File: src/rtl/clean_log_walk_ctrl.sv
// Log-clean walker: invalidates ring entries older than a clean-up op number, then writes back the advanced head.
// Optional cumulative entry counter (port walk_stat_total) enabled by defining CLEAN_LOG_WALK_STATS_EN.
module clean_log_walk_ctrl #(
    parameter int LOG_IDX_W = 7,
    parameter int OP_NUM_W  = 64
) (
    input  logic                 clk,
    input  logic                 rst,
    input  logic                 start_walk,
    input  logic [LOG_IDX_W-1:0] hdr_head_idx,
    input  logic [OP_NUM_W-1:0]  hdr_head_opnum,
    input  logic [OP_NUM_W-1:0]  clean_upto_opnum,
    output logic                 walk_done,
    output logic                 walk_ent_wr_req_val,
    output logic [LOG_IDX_W-1:0] walk_ent_wr_req_addr,
    input  logic                 ent_walk_wr_req_rdy,
    output logic                 walk_hdr_wr_req_val,
    output logic [LOG_IDX_W-1:0] walk_hdr_wr_head_idx,
    output logic [OP_NUM_W-1:0]  walk_hdr_wr_head_opnum,
    input  logic                 hdr_walk_wr_req_rdy,
`ifdef CLEAN_LOG_WALK_STATS_EN
    output logic [31:0]          walk_stat_total,
`endif
    output logic [LOG_IDX_W:0]   walk_last_cnt
);

    localparam int CNT_W = LOG_IDX_W + 1;
    localparam logic [OP_NUM_W-1:0] RING_DEPTH = OP_NUM_W'(1) << LOG_IDX_W;

    typedef enum logic [1:0] {
        READY,
        CLEAR_ENT,
        WR_HDR
    } state_t;

    state_t               state_reg, state_next;
    logic [LOG_IDX_W-1:0] idx_reg;
    logic [OP_NUM_W-1:0]  opnum_reg;
    logic [CNT_W-1:0]     rem_reg;
    logic [CNT_W-1:0]     cnt_reg;
    logic [CNT_W-1:0]     last_cnt_reg;

    logic [OP_NUM_W-1:0]  op_diff;
    logic [CNT_W-1:0]     start_rem;
    logic                 ent_hs;
    logic                 hdr_hs;

    // Entries to clean, clamped to one full lap of the ring.
    always_comb begin
        op_diff = clean_upto_opnum - hdr_head_opnum;
        if (clean_upto_opnum <= hdr_head_opnum) begin
            start_rem = '0;
        end else if (op_diff >= RING_DEPTH) begin
            start_rem = CNT_W'(1) << LOG_IDX_W;
        end else begin
            start_rem = op_diff[CNT_W-1:0];
        end
    end

    always_comb begin
        state_next             = state_reg;
        walk_done              = 1'b0;
        walk_ent_wr_req_val    = 1'b0;
        walk_hdr_wr_req_val    = 1'b0;
        walk_ent_wr_req_addr   = idx_reg;
        walk_hdr_wr_head_idx   = idx_reg;
        walk_hdr_wr_head_opnum = opnum_reg;
        ent_hs                 = 1'b0;
        hdr_hs                 = 1'b0;
        case (state_reg)
            READY: begin
                walk_done = 1'b1;
                if (start_walk && (start_rem != '0)) begin
                    state_next = CLEAR_ENT;
                end
            end
            CLEAR_ENT: begin
                // Reset kills the request in the same cycle, not one edge later.
                walk_ent_wr_req_val = !rst;
                ent_hs              = !rst && ent_walk_wr_req_rdy;
                if (ent_hs && (rem_reg == CNT_W'(1))) begin
                    state_next = WR_HDR;
                end
            end
            WR_HDR: begin
                walk_hdr_wr_req_val = !rst;
                hdr_hs              = !rst && hdr_walk_wr_req_rdy;
                if (hdr_hs) begin
                    state_next = READY;
                end
            end
            default: state_next = READY;
        endcase
    end

    always_ff @(posedge clk) begin
        if (rst) begin
            state_reg    <= READY;
            idx_reg      <= '0;
            opnum_reg    <= '0;
            rem_reg      <= '0;
            cnt_reg      <= '0;
            last_cnt_reg <= '0;
        end else begin
            state_reg <= state_next;
            case (state_reg)
                READY: begin
                    if (start_walk) begin
                        idx_reg   <= hdr_head_idx;
                        opnum_reg <= hdr_head_opnum;
                        rem_reg   <= start_rem;
                        cnt_reg   <= '0;
                        if (start_rem == '0) begin
                            last_cnt_reg <= '0;
                        end
                    end
                end
                CLEAR_ENT: begin
                    if (ent_hs) begin
                        idx_reg   <= idx_reg + LOG_IDX_W'(1);
                        opnum_reg <= opnum_reg + OP_NUM_W'(1);
                        rem_reg   <= rem_reg - CNT_W'(1);
                        cnt_reg   <= cnt_reg + CNT_W'(1);
                    end
                end
                WR_HDR: begin
                    if (hdr_hs) begin
                        last_cnt_reg <= cnt_reg;
                    end
                end
                default: ;
            endcase
        end
    end

    assign walk_last_cnt = last_cnt_reg;

`ifdef CLEAN_LOG_WALK_STATS_EN
    logic [31:0] stat_total_reg;

    // Counts every accepted invalidate, including those of walks later abandoned.
    always_ff @(posedge clk) begin
        if (rst) begin
            stat_total_reg <= '0;
        end else if (ent_hs && (stat_total_reg != 32'hFFFF_FFFF)) begin
            stat_total_reg <= stat_total_reg + 32'd1;
        end
    end

    assign walk_stat_total = stat_total_reg;
`endif

endmodule

File: config.mk
export PLATFORM = sky130hd
export DESIGN_NAME = clean_log_walk_ctrl
export DESIGN_NICKNAME = d
export VERILOG_FILES = /design/src/rtl/clean_log_walk_ctrl.sv
export SDC_FILE = /design/constraint.sdc
export NUM_CORES = 1
export LEC_CHECK = 0
export BUFFER_PORTS_ARGS = -buffer_cell sky130_fd_sc_hd__buf_2
export CAP_MARGIN = 0
export CORE_MARGIN = 2
export CORE_UTILIZATION = 57
export CTS_CLUSTER_SIZE = 25
export DETAILED_ROUTE_END_ITERATION = 8
export HOLD_SLACK_MARGIN = 0.12
export PLACE_DENSITY_LB_ADDON = 0.08
export SYNTH_ARGS = -nofsm -noshare
export SYNTH_HDL_FRONTEND = slang
export SYNTH_SLANG_ARGS = --single-unit
File: constraint.sdc
create_clock -name clk -period 6.02 [get_ports clk]
set_input_delay 1.204 -clock clk [delete_from_list [all_inputs] [get_ports clk]]
set_output_delay 1.204 -clock clk [all_outputs]
set_load 0.005 [all_outputs]
## Word-level counts from Yosys, hierarchy flattened

Cells that the tools add are included.

| cells by class | value |
|---|---|
| add/subtract/negate cells | 5 |
| $mul | 0 |
| div/mod/pow operators | 0 |
| magnitude comparators | 2 |
| equality and inequality tests | 10 |
| shift operators | 0 |
| muxes and demuxes | 27 |
| bitwise operators | 0 |
| reductions and logical operators | 13 |

Operator list:

| kind | count |
|---|---|
| 64-bit 2-to-1 mux | 2 |
| 64-bit one-hot mux with 2 select lines | 1 |
| 8-bit 2-to-1 mux | 9 |
| 64-bit by 1-bit adder with 64-bit output, second input constant | 1 |
| 64-bit by 8-bit greater-or-equal comparator with 1-bit output, second input constant | 1 |
| 64-bit <= comparator | 1 |
| 64-bit subtractor | 1 |
| 8-bit one-hot mux with 2 select lines | 3 |
| 7-bit 2-to-1 mux | 2 |
| 2-bit inequality test, second input constant | 7 |
| 7-bit one-hot mux with 2 select lines | 1 |
| 8-bit by 1-bit adder with 8-bit output, second input constant | 1 |
| 8-bit by 1-bit equality test with 1-bit output, second input constant | 1 |
| 8-bit zero test | 1 |
| 8-bit nonzero test | 1 |
| 8-bit by 1-bit subtractor with 8-bit output, second input constant | 1 |
| 7-bit by 1-bit adder with 7-bit output, second input constant | 1 |
| 2-bit 2-to-1 mux | 3 |
| 2-bit one-hot mux with 3 select lines | 1 |
| 3-bit AND reduction | 2 |
| 1-bit 2-to-1 mux | 5 |
| 1-bit logical AND | 4 |
| 4-bit AND reduction | 1 |
| 2-bit nonzero test | 2 |
| other kinds (4) | 4 |

| storage, ports and cells | value |
|---|---|
| register bits after elaboration | 97 |
| bits in latches | 0 |
| memory bits (writable) | 0 |
| bits in read-only memories | 0 |
| bits of input ports | 140 |
| output and inout port bits | 89 |
| logic and storage cells | 63 |
| memories | 0 |

## Logic depth before layout (Yosys ltp)

Gate-level depths: netlist (run 1).

| depth | value |
|---|---|
| depth after elaboration | 8 |
| gate-level depth with buffers | 17 |
| gate-level depth less buffers | 16 |

## Least setup slack after synthesis (run 1)

No wires, ideal clock.

| timing | value |
|---|---|
| kind | in2reg |
| start | input port clean_upto_opnum[0] |
| end | register last_cnt_reg[0], in the netlist walk_last_cnt[0] |
| library setup time | 0.117 ns |
| data arrival time | 4.662 ns |
| required time | 5.903 ns |
| setup slack | 1.241 ns |
| stages | 17 |
| buffers on the path | 1 |
| cell sequence | inv_1 > ha_1 > inv_1 > fa_1 > a21oi_1 > nand4b_1 > a2111o_1 > a31oi_4 > o2111a_2 > or3_1 > a2111oi_2 > nand4_1 > nor4_2 > nand4_2 > or3_1 > buf_6 > a32o_1 |

| between the ends | value |
|---|---|
| cells in the longest elaborated chain, start to end | 7 |
| elaborated cells between the ends (all ways) | 8 |
| classes of those cells | add/sub (1); order compare (2); eq/ne (1); mux (2); reduce/logical (2) |

RTL lines:

| element | RTL line | text |
|---|---|---|
| from (decl) | 12 | `input logic [OP_NUM_W-1:0] clean_upto_opnum,` |
| 64-bit subtractor | 50 | `op_diff = clean_upto_opnum - hdr_head_opnum;` |
| 64-bit by 8-bit greater-or-equal comparator with 1-bit output | 53 | `end else if (op_diff >= RING_DEPTH) begin` |
| 8-bit 2-to-1 mux | 53 |  |
| 8-bit 2-to-1 mux * | 51 | `if (clean_upto_opnum <= hdr_head_opnum) begin` |
| 8-bit zero test * | 113 | `if (start_rem == '0) begin` |
| 2-bit inequality test (no line) * | - |  |
| 4-bit AND reduction (no line) * | - |  |
| to (signal assigned) | 128 | `last_cnt_reg <= cnt_reg;` |
| to (decl) | 41 | `logic [CNT_W-1:0] last_cnt_reg;` |

Mark *: on every way between the ends. The rest lies on a longest branch, timed or not.
A chain may end at the register's enable or synchronous reset.

## Worst setup path after layout (run 1)

| timing | value |
|---|---|
| start | input port hdr_head_opnum[36] |
| end | register last_cnt_reg[7], in the netlist walk_last_cnt[7] |

| between the ends | value |
|---|---|
| cells in the longest elaborated chain, start to end | 7 |
| elaborated cells between the ends (all ways) | 8 |
| classes of those cells | add/sub (1); order compare (2); eq/ne (1); mux (2); reduce/logical (2) |

RTL lines:

| element | RTL line | text |
|---|---|---|
| from (decl) | 11 | `input logic [OP_NUM_W-1:0] hdr_head_opnum,` |
| 64-bit subtractor | 50 |  |
| 64-bit by 8-bit greater-or-equal comparator with 1-bit output | 53 |  |
| 8-bit 2-to-1 mux | 53 |  |
| 8-bit 2-to-1 mux * | 51 |  |
| 8-bit zero test * | 113 |  |
| 2-bit inequality test (no line) * | - |  |
| 4-bit AND reduction (no line) * | - |  |

Marked as above.

==> results of run 1 <==
-- final timing paths --
kind / end / startpoint / cells after the start / slack [ns]
max: walk_last_cnt[7]$_SDFFE_PP0P_ / hdr_head_opnum[36] / 15 / 0.66
min: cnt_reg[1]$_SDFFE_PP0P_ / cnt_reg[1]$_SDFFE_PP0P_ / 2 / 0.50
max reg2reg: walk_hdr_wr_head_opnum[63]$_SDFFE_PP0P_ / walk_hdr_wr_head_opnum[11]$_SDFFE_PP0P_ / 11 / 1.97
min reg2reg: cnt_reg[1]$_SDFFE_PP0P_ / cnt_reg[1]$_SDFFE_PP0P_ / 2 / 0.50
-- placed cells by master, fill, tap and decap left out, types with 13 or more instances in the layout --
cell type  count
buf_2        228
a21oi_1      205
nor2_1       199
nand2_1      172
o21ai_0      139
dfxtp_1       97
inv_1         82
ha_1          69
nand4_1       52
nand3_1       48
nor3_1        39
and3_1        27
a211oi_1      27
xnor2_1       20
buf_4         20
a22oi_1       19
o21a_1        19
a21o_1        17
xor2_1        17
a31oi_1       16
nand2b_1      16
and2_1        15
o22ai_1       15
o31ai_1       14
o211ai_1      13
nor4_1        13
-- Yosys cell counts (19+ instances only) --
cell / number / area [um2]
a211oi_1: 27 / 203
a21oi_1: 205 / 1030
a22oi_1: 19 / 143
and3_1: 27 / 169
clkbuf_1: 67 / 251
dfxtp_1: 97 / 1940
ha_1: 69 / 863
inv_1: 82 / 308
nand2_1: 173 / 649
nand3_1: 48 / 240
nand4_1: 52 / 325
nor2_1: 201 / 754
nor3_1: 39 / 195
o21a_1: 19 / 143
o21ai_0: 139 / 696
xnor2_1: 20 / 175
-- layout make-up --
class / instances / area (um2)
tap: 229 / 287
clock inverter: 7 / 81.3
multi-input combinational: 1322 / 7850
timing repair buffer: 248 / 1290
fill: 1658 / 6050
inverter: 82 / 308
sequential: 97 / 1940
clock buffer: 9 / 225
-- worst max-delay path: cells and delay by family --
kind | cells | cell delay (ns)
AOI/OAI and AO/OA | 7 | 2.05
xor gates and xnor gates | 1 | 0.12
adders and majority gates | 1 | 0.49
buffers and inverters | 2 | 0.20
and+or+nand+nor | 4 | 1.55
-- cells by family after synthesis --
group	synth area share (%)
AOI/OAI and AO/OA	33.6
DFF	18.4
and+or+nand+nor	28.5
adders and majority gates	8.39
muxes	0.796
xor gates and xnor gates	3.08
buffers and inverters	7.23
-- per-stage QoR --
stage	area, um2	worst slack [ns]	util (%)
3_5_place_dp	11700	0.485	64.8
2_1_floorplan	10500	1.24	-
5_1_grt	12000	0.381	66.5
6_report	12000	0.661	66.5
3_3_place_gp	11700	0.463	64.8
4_1_cts	12000	0.824	66.5
-- layer usage --
layer / up-vias / share of wire, % / GRT usage [%]
met1: 6164 / 39 / 55.6
met5: - / 0 / 0
li1: 6176 / - / -
met2: 1001 / 44 / 66.8
met4: 0 / 4.9 / 18.2
met3: 150 / 13 / 10.4
-- power by group --
part / switching [mW] / total [mW] / internal, mW
sequential: 0.0789 / 0.780 / 0.701
combinational: 0.717 / 1.11 / 0.392
clock: 0.298 / 0.595 / 0.298
total: 1.09 / 2.49 / 1.39
==> reports/qor.txt, run 1 <==
Hpwl dp - 34600 um
Synth Register Bits - 97
Critical setup path kind - input pin to flop
Clock Skews - 0.0103 ns
DRT iter0 DRCs - 1527
Slew Viols, Final - 0
Max_cap viols - 0
CP startpoint kind - input pin
Post-synthesis cell type count - 81
Ratio of final minimum period to clock period - 89.0%
Die width - 140 um
Largest net degree at the start of global routing - 90
Clock Latency Late Sink - 0.36 ns
Setup bufs post-CTS - 0
Number of levels in the clock H-tree - 3
Placed Cells - 1978
I/O pin count - 229
Clock Sinks - 97
Hold Vio Cnt, Final - 0
CTS tree - yes
Worst VDD drop - 0.174 mV
Initial antenna violation count - 0
Total power - 2.49 mW
Via count - 13500
Die area - 0.0196 mm2
Seq/Total Area, Yosys - 18.4%
Worst hold path type - flop to flop
Pwr Density - 207 mW/mm2
Area Growth Syn to Fin - 13.8%
GRT Total Usage - 42.5%
RSZ-0062 raised after global routing - no
Finish-stage setup viols - 0
Final GP Congestion - 1.07
Grt ovf - 0
PostCTS Resize Cnt - 0
Hold_buf cts - 0
Max Fanout on Critical Path - 11
Root buffer cell - clkbuf_16
WHS - 0.497 ns
Ys async rst share - 0%
Leak - 5.18 nW
Number of inserted diodes - 0
Worst-path clk slew - 0.08 ns
Syn avg cell area - 6.57 um2
CTS Buffer Depth - 2
Worst-Margin Slew - 0.970 ns
Routed WL - 43700 um
EDFF count, synth - 0
Synth Cell Area - 0.0105 mm2
WL per Instance - 21.9 um
CP max stage delay - 0.58 ns
Status - finished clean
Starting Density - 58.4%
Yosys warnings - 0
Vias in the first global route - 12000
Drt via density - 6.77
Gate Count Post-Synth - 1602
DRC - 0
Row count - 49
Final setup TNS - 0 ns
Min Tclk post-route - 5.36 ns
First-pass GRT wire length - 66400 um
Share of cells above drive strength 1 - 16.7%
Crit end category - flop
CP arrival - 5.61 ns
Die Ht - 140 um
Max FFs per register - 64
DR pass1 iterations - 6
Core Box Area - 0.0180 mm2
Final cell count without fillers - 1994
Required time of the critical path - 6.27 ns
Achievable Freq - 187 MHz
Critical-path cell list - buf_2 > inv_1 > ha_1 > a21oi_1 > o21ai_0 > a21oi_1 > o21ai_0 > nand2_1 > o211ai_1 > a41oi_1 > xnor2_1 > nor4_1 > nand4_2 > or3_1 > a32o_1
Critical path's slowest cell - or3_1
Top FF cell, synth - dfxtp_1
Relative max-transition margin - 35.3%
Net count after synthesis - 1812
CTS buffer count - 9
I/O Buffers - 228
Post-route ant nets - 0
Final net count - 1970
No activity file was read; power rests on OpenSTA's default activity.
==> run 2: changes to the inputs <==
--- a/config.mk
+++ b/config.mk
@@ -7,8 +7,9 @@
 export LEC_CHECK = 0
 export BUFFER_PORTS_ARGS = -buffer_cell sky130_fd_sc_hd__buf_2
 export CAP_MARGIN = 0
+export CORE_ASPECT_RATIO = 1.1
 export CORE_MARGIN = 2
-export CORE_UTILIZATION = 57
+export CORE_UTILIZATION = 45
 export CTS_CLUSTER_SIZE = 25
 export DETAILED_ROUTE_END_ITERATION = 8
 export HOLD_SLACK_MARGIN = 0.12
==> run 2 against run 1 <==
Critical endpoint is now walk_last_cnt[0]$_SDFFE_PP0P_. Count of clock-buffer cells in the layout is the same. Clock power up 2%. Wire length grew 0.26%. Setup slack worse by 0.035 ns. Worst hold slack barely moved. Via count shrank 2.9%.
==> reports/qor.txt, run 2 (same netlist as run 1, synthesis figures left out) <==
Max FFs per register - 64 (unchanged)
Most frequent cells in the layout - buf_2, a21oi_1, nor2_1
Clock Skews - 0.0125 ns (+0.00219 ns)
Max Fanout on Critical Path - 8 (-3)
Ratio of final minimum period to clock period - 89.6% (+0.58 points)
Placed Cells - 2052 (+3.7%)
Final core utilization - 52.8% (-14 points)
First-pass GRT wire length - 66000 um (-0.47%)
Grt ovf - 0 (unchanged)
Critical path's most frequent cell - inv_1
Hold_buf cts - 0 (unchanged)
CTS buffer count - 9 (unchanged)
Worst VDD drop - 0.140 mV (-20%)
Via count - 13100 (-2.9%)
Min Tclk post-route - 5.39 ns (+0.0350 ns)
Finish-stage setup viols - 0 (unchanged)
Required time of the critical path - 6.25 ns (-0.02 ns)
DR pass1 iterations - 7 (+1)
Die Ht - 164 um (+18%)
Worst-Margin Slew - 1.03 ns (+0.0646 ns)
Crit end category - flop
RSZ-0062 raised after global routing - no
WL per Instance - 21.1 um (-3.7%)
DRC - 0 (unchanged)
Die area - 0.0246 mm2 (+26%)
I/O pin count - 229 (unchanged)
Core Box Area - 0.0229 mm2 (+27%)
Final GP Congestion - 1.06 (-0.91%)
Achievable Freq - 185 MHz (-0.65%)
Fillers - 2471 (+49%)
CP startpoint kind - input pin
CP max stage delay - 0.67 ns (+0.09 ns)
Pwr Density - 206 mW/mm2 (-0.90%)
Drt via density - 6.31 (-6.7%)
Largest net degree at the start of global routing - 99 (+10%)
Final net count - 1973 (+0.15%)
Starting Density - 45.9% (-12 points)
CP arrival - 5.63 ns (+0.02 ns)
R2r startpoint - walk_hdr_wr_head_opnum[10]$_SDFFE_PP0P_
Setup bufs post-CTS - 0 (unchanged)
CTS Buffer Depth - 2 (unchanged)
Root buffer cell - clkbuf_16
Hold path start - walk_last_cnt[3]$_SDFFE_PP0P_
Hold Vio Cnt, Final - 0 (unchanged)
Clock Sinks - 97 (unchanged)
Worst hold path type - flop to flop
DRT iter0 DRCs - 1495 (-2.1%)
GRT Total Usage - 34.2% (-8.3 points)
Number of levels in the clock H-tree - 3 (unchanged)
CTS tree - yes
Max_cap viols - 0 (unchanged)
Critical-path cell list - buf_2 > inv_1 > ha_1 > inv_1 > fa_1 > nand3_1 > nand2_1 > a221oi_1 > nor2_1 > nor3_1 > mux2_2 > a2111oi_0 > nand4_1 > nor4_2 > nand4_2 > or3_1 > a32o_1
Die width - 150 um (+7.1%)
Final cell count without fillers - 2075 (+4.1%)
Initial antenna violation count - 7 (+7)
I/O Buffers - 228 (unchanged)
PostCTS Resize Cnt - 0 (unchanged)
Routed WL - 43900 um (+0.26%)
Clock Latency Late Sink - 0.35 ns (about the same)
Final setup TNS - 0 ns (unchanged)
Row count - 58 (+18%)
Vias in the first global route - 11800 (-1.8%)
Final worst slack - 0.626 ns (-0.0350 ns)
Relative max-transition margin - 31.0% (-4.3 points)
Share of cells above drive strength 1 - 16.8% (+0.14 points)
Critical setup path kind - input pin to flop
Hpwl dp - 35200 um (+1.8%)
Crit. Startpoint - clean_upto_opnum[0]
Area Growth Syn to Fin - 15.0%
Leak - 5.19 nW (+0.18%)
Critical path's slowest cell - a221oi_1
Worst-path clk slew - 0.08 ns (about the same)
Slew Viols, Final - 0 (unchanged)
Status - finished clean
Most common cell after layout, fill and taps aside - buf_2
Setup WS pre-CTS - 0.368 ns (-0.117 ns)
Post-route ant nets - 0 (unchanged)
-- run 2: final cells by class --
type / instances / area [um2] / share of cell area [%]
multi-input combinational: 1322 / 7850 / 64.8
sequential: 97 / 1940 / 16.0
timing repair buffer: 251 / 1310 / 10.8
clock inverter: 7 / 82.6 / 0.682
clock buffer: 9 / 225 / 1.86
inverter: 82 / 308 / 2.54
tap: 300 / 375 / 3.10
antenna: 7 / 17.5 / 0.145
-- run 2: worst max-delay path, delay by kind of cell --
family,cells,cell delay (ns)
AND/OR/NAND/NOR,8,1.82
AO/OA/AOI/OAI,3,1.38
adder cells (fa/ha/maj),2,0.66
multiplexers,1,0.35
buffers and inverters,3,0.22
-- run 2: path summary, 6_finish.rpt --
check / end / slack, ns / cells past startpoint
max: walk_last_cnt[0]$_SDFFE_PP0P_ / 0.63 / 17
min: walk_last_cnt[3]$_SDFFE_PP0P_ / 0.50 / 1
max reg2reg: walk_hdr_wr_head_opnum[61]$_SDFFE_PP0P_ / 2.09 / 11
min reg2reg: walk_last_cnt[3]$_SDFFE_PP0P_ / 0.50 / 1
-- run 2: layer usage --
metal  up-vias  wire length [um]  track usage, %
met3       132              3000            2.96
li1       6222                 -               -
met2       631             19700            53.6
met4         0              2420            18.2
met1      6109             18800            46.5
met5         -                 0               0
-- run 2: power breakdown --
group          internal, mW  switching (mW)  leakage [nW]  total (mW)
clock network         0.330           0.278         0.145       0.608
logic                 0.395           0.707          4.25        1.10
registers             0.701          0.0781         0.796       0.780
-- run 2: per-stage QoR --
step                instance area, um2  total power, mW  hold WS [ns]
CTS                              12100             2.46         0.500
floorplan                        10500             1.48         0.459
detailed placement               11800             1.86         0.483
finish                           12100             2.49         0.496
global route                     12100             2.63         0.513
global placement                 11800             1.86         0.473
==> run 3: changes to the inputs <==
--- a/config.mk
+++ b/config.mk
@@ -8,7 +8,7 @@
 export BUFFER_PORTS_ARGS = -buffer_cell sky130_fd_sc_hd__buf_2
 export CAP_MARGIN = 0
 export CORE_ASPECT_RATIO = 1.1
-export CORE_MARGIN = 2
+export CORE_MARGIN = 8
 export CORE_UTILIZATION = 45
 export CTS_CLUSTER_SIZE = 25
 export DETAILED_ROUTE_END_ITERATION = 8
==> run 3 against run 2 <==
First-iteration DRC count is 1.3% lower. Design area rose by 0.10%. Count of clock-buffer cells in the layout is the same. Global-route usage down 4.0 points. Critical path type unchanged. Critical endpoint is now walk_last_cnt[4]$_SDFFE_PP0P_.
==> reports/qor.txt, run 3 (same netlist as run 1, synthesis figures left out) <==
Clock Latency Late Sink - 0.35 ns (about the same)
CTS buffer count - 9 (unchanged)
Ratio of final minimum period to clock period - 88.3% (-1.3 points)
I/O pin count - 229 (unchanged)
Via count - 13000 (-0.62%)
Routed WL - 45200 um (+3.1%)
Max Fanout on Critical Path - 8 (unchanged)
Relative max-transition margin - 31.4% (+0.42 points)
Die width - 162 um (+8.0%)
Most frequent cells in the layout - buf_2, a21oi_1, nor2_1
First-pass GRT wire length - 69100 um (+4.6%)
DRT iter0 DRCs - 1475 (-1.3%)
I/O Buffers - 228 (unchanged)
Vias in the first global route - 12100 (+2.6%)
CTS Buffer Depth - 2 (unchanged)
Required time of the critical path - 6.26 ns (about the same)
Post-route ant nets - 0 (unchanged)
Leak - 5.21 nW (+0.34%)
Critical setup path kind - input pin to flop
Largest net degree at the start of global routing - 108 (+9.1%)
Crit end category - flop
Final GP Congestion - 1.09 (+2.2%)
Share of cells above drive strength 1 - 17.0% (+0.19 points)
Setup bufs post-CTS - 0 (unchanged)
Core Box Area - 0.0229 mm2 (unchanged)
CP arrival - 5.56 ns (-0.07 ns)
CTS tree - yes
Number of levels in the clock H-tree - 3 (unchanged)
PostCTS Resize Cnt - 0 (unchanged)
Worst-Margin Slew - 1.03 ns (-0.00626 ns)
Pwr Density - 203 mW/mm2 (-1.4%)
Worst-path clk slew - 0.08 ns (about the same)
Starting Density - 45.9% (unchanged)
WHS - 0.498 ns (+0.00152 ns)
Max FFs per register - 64 (unchanged)
Area Growth Syn to Fin - 15.2%
DRC - 0 (unchanged)
Status - finished clean
Hold Vio Cnt, Final - 0 (unchanged)
RSZ-0062 raised after global routing - no
Drt via density - 6.27 (-0.67%)
Most common cell after layout, fill and taps aside - buf_2
Min Tclk post-route - 5.31 ns (-0.0802 ns)
CP startpoint kind - input pin
Row count - 58 (unchanged)
Hold_buf cts - 0 (unchanged)
Worst hold path type - flop to flop
Finish-stage setup viols - 0 (unchanged)
Die Ht - 176 um (+7.3%)
Clock Skews - 0.0105 ns (-0.00205 ns)
Hpwl dp - 36500 um (+3.5%)
Achievable Freq - 188 MHz (+1.5%)
Clock Sinks - 97 (unchanged)
Slew Viols, Final - 0 (unchanged)
Final setup TNS - 0 ns (unchanged)
Final net count - 1977 (+0.20%)
Worst VDD drop - 0.165 mV (+18%)
DR pass1 iterations - 5 (-2)
Die area - 0.0285 mm2 (+16%)
Root buffer cell - clkbuf_16
Initial antenna violation count - 4 (-3)
Max_cap viols - 0 (unchanged)
Grt ovf - 0 (unchanged)
GRT Total Usage - 30.1% (-4.0 points)
WL per Instance - 21.8 um (+3.0%)
## run 3: changes by cell type in the layout (fill, tap and decap cells not counted), sizes merged
cell and delta:
bufinv -1, clkinvlp -1, inv -1, diode -3, buf +4, clkinv +3
## run 3: critical path, cell delays in order
cell,delay [ns]
buf_2,0.17
inv_1,0.06
ha_1,0.42
a21oi_1,0.32
o21ai_0,0.29
a22oi_1,0.36
o21ai_0,0.15
a21o_2,0.23
or3_1,0.36
a2111oi_2,0.35
nand4_1,0.21
nor4_2,0.34
nand4_2,0.22
or3_1,0.57
a32o_1,0.30
## run 3: stage by stage
stage          util, %  instance area, um2  setup WS [ns]  cells  power, mW
2_1_floorplan        -               10500           1.24   1602       1.48
3_3_place_gp      51.5               11800          0.498   2056       1.86
3_5_place_dp      51.5               11800          0.531   2056       1.86
4_1_cts           52.8               12100          0.884   2072       2.44
5_1_grt           52.9               12100          0.453   2076       2.60
6_report          52.9               12100          0.706   2076       2.46
## run 3: cell type report
cell class	count	area, um2
Timing Repair Buffer	255	1340
Multi-Input combinational cell	1322	7850
Clock buffer	9	225
Antenna cell	4	10.0
Clock inverter	7	72.6
Tap cell	300	375
Fill cell	2435	10800
Sequential cell	97	1940
Inverter	82	308
## run 3: worst paths after layout
path / endpoint / slack [ns] / cells past startpoint / from
max: walk_last_cnt[4]$_SDFFE_PP0P_ / 0.71 / 15 / hdr_head_opnum[21]
min: walk_last_cnt[3]$_SDFFE_PP0P_ / 0.50 / 1 / walk_last_cnt[3]$_SDFFE_PP0P_
max reg2reg: walk_hdr_wr_head_opnum[61]$_SDFFE_PP0P_ / 1.91 / 11 / walk_hdr_wr_head_opnum[11]$_SDFFE_PP0P_
min reg2reg: walk_last_cnt[3]$_SDFFE_PP0P_ / 0.50 / 1 / walk_last_cnt[3]$_SDFFE_PP0P_
## run 3: layer usage
metal / vias to the layer above / share of wire, % / track usage, %
li1: 6201 / - / -
met1: 6054 / 42 / 38.7
met2: 627 / 46 / 49.6
met3: 131 / 7.3 / 4.26
met4: 0 / 4.2 / 12.8
met5: - / 0 / 0
## run 3: report_power, final
group / switching [mW] / internal [mW]
clock network: 0.285 / 0.293
logic: 0.705 / 0.395
registers: 0.0778 / 0.701
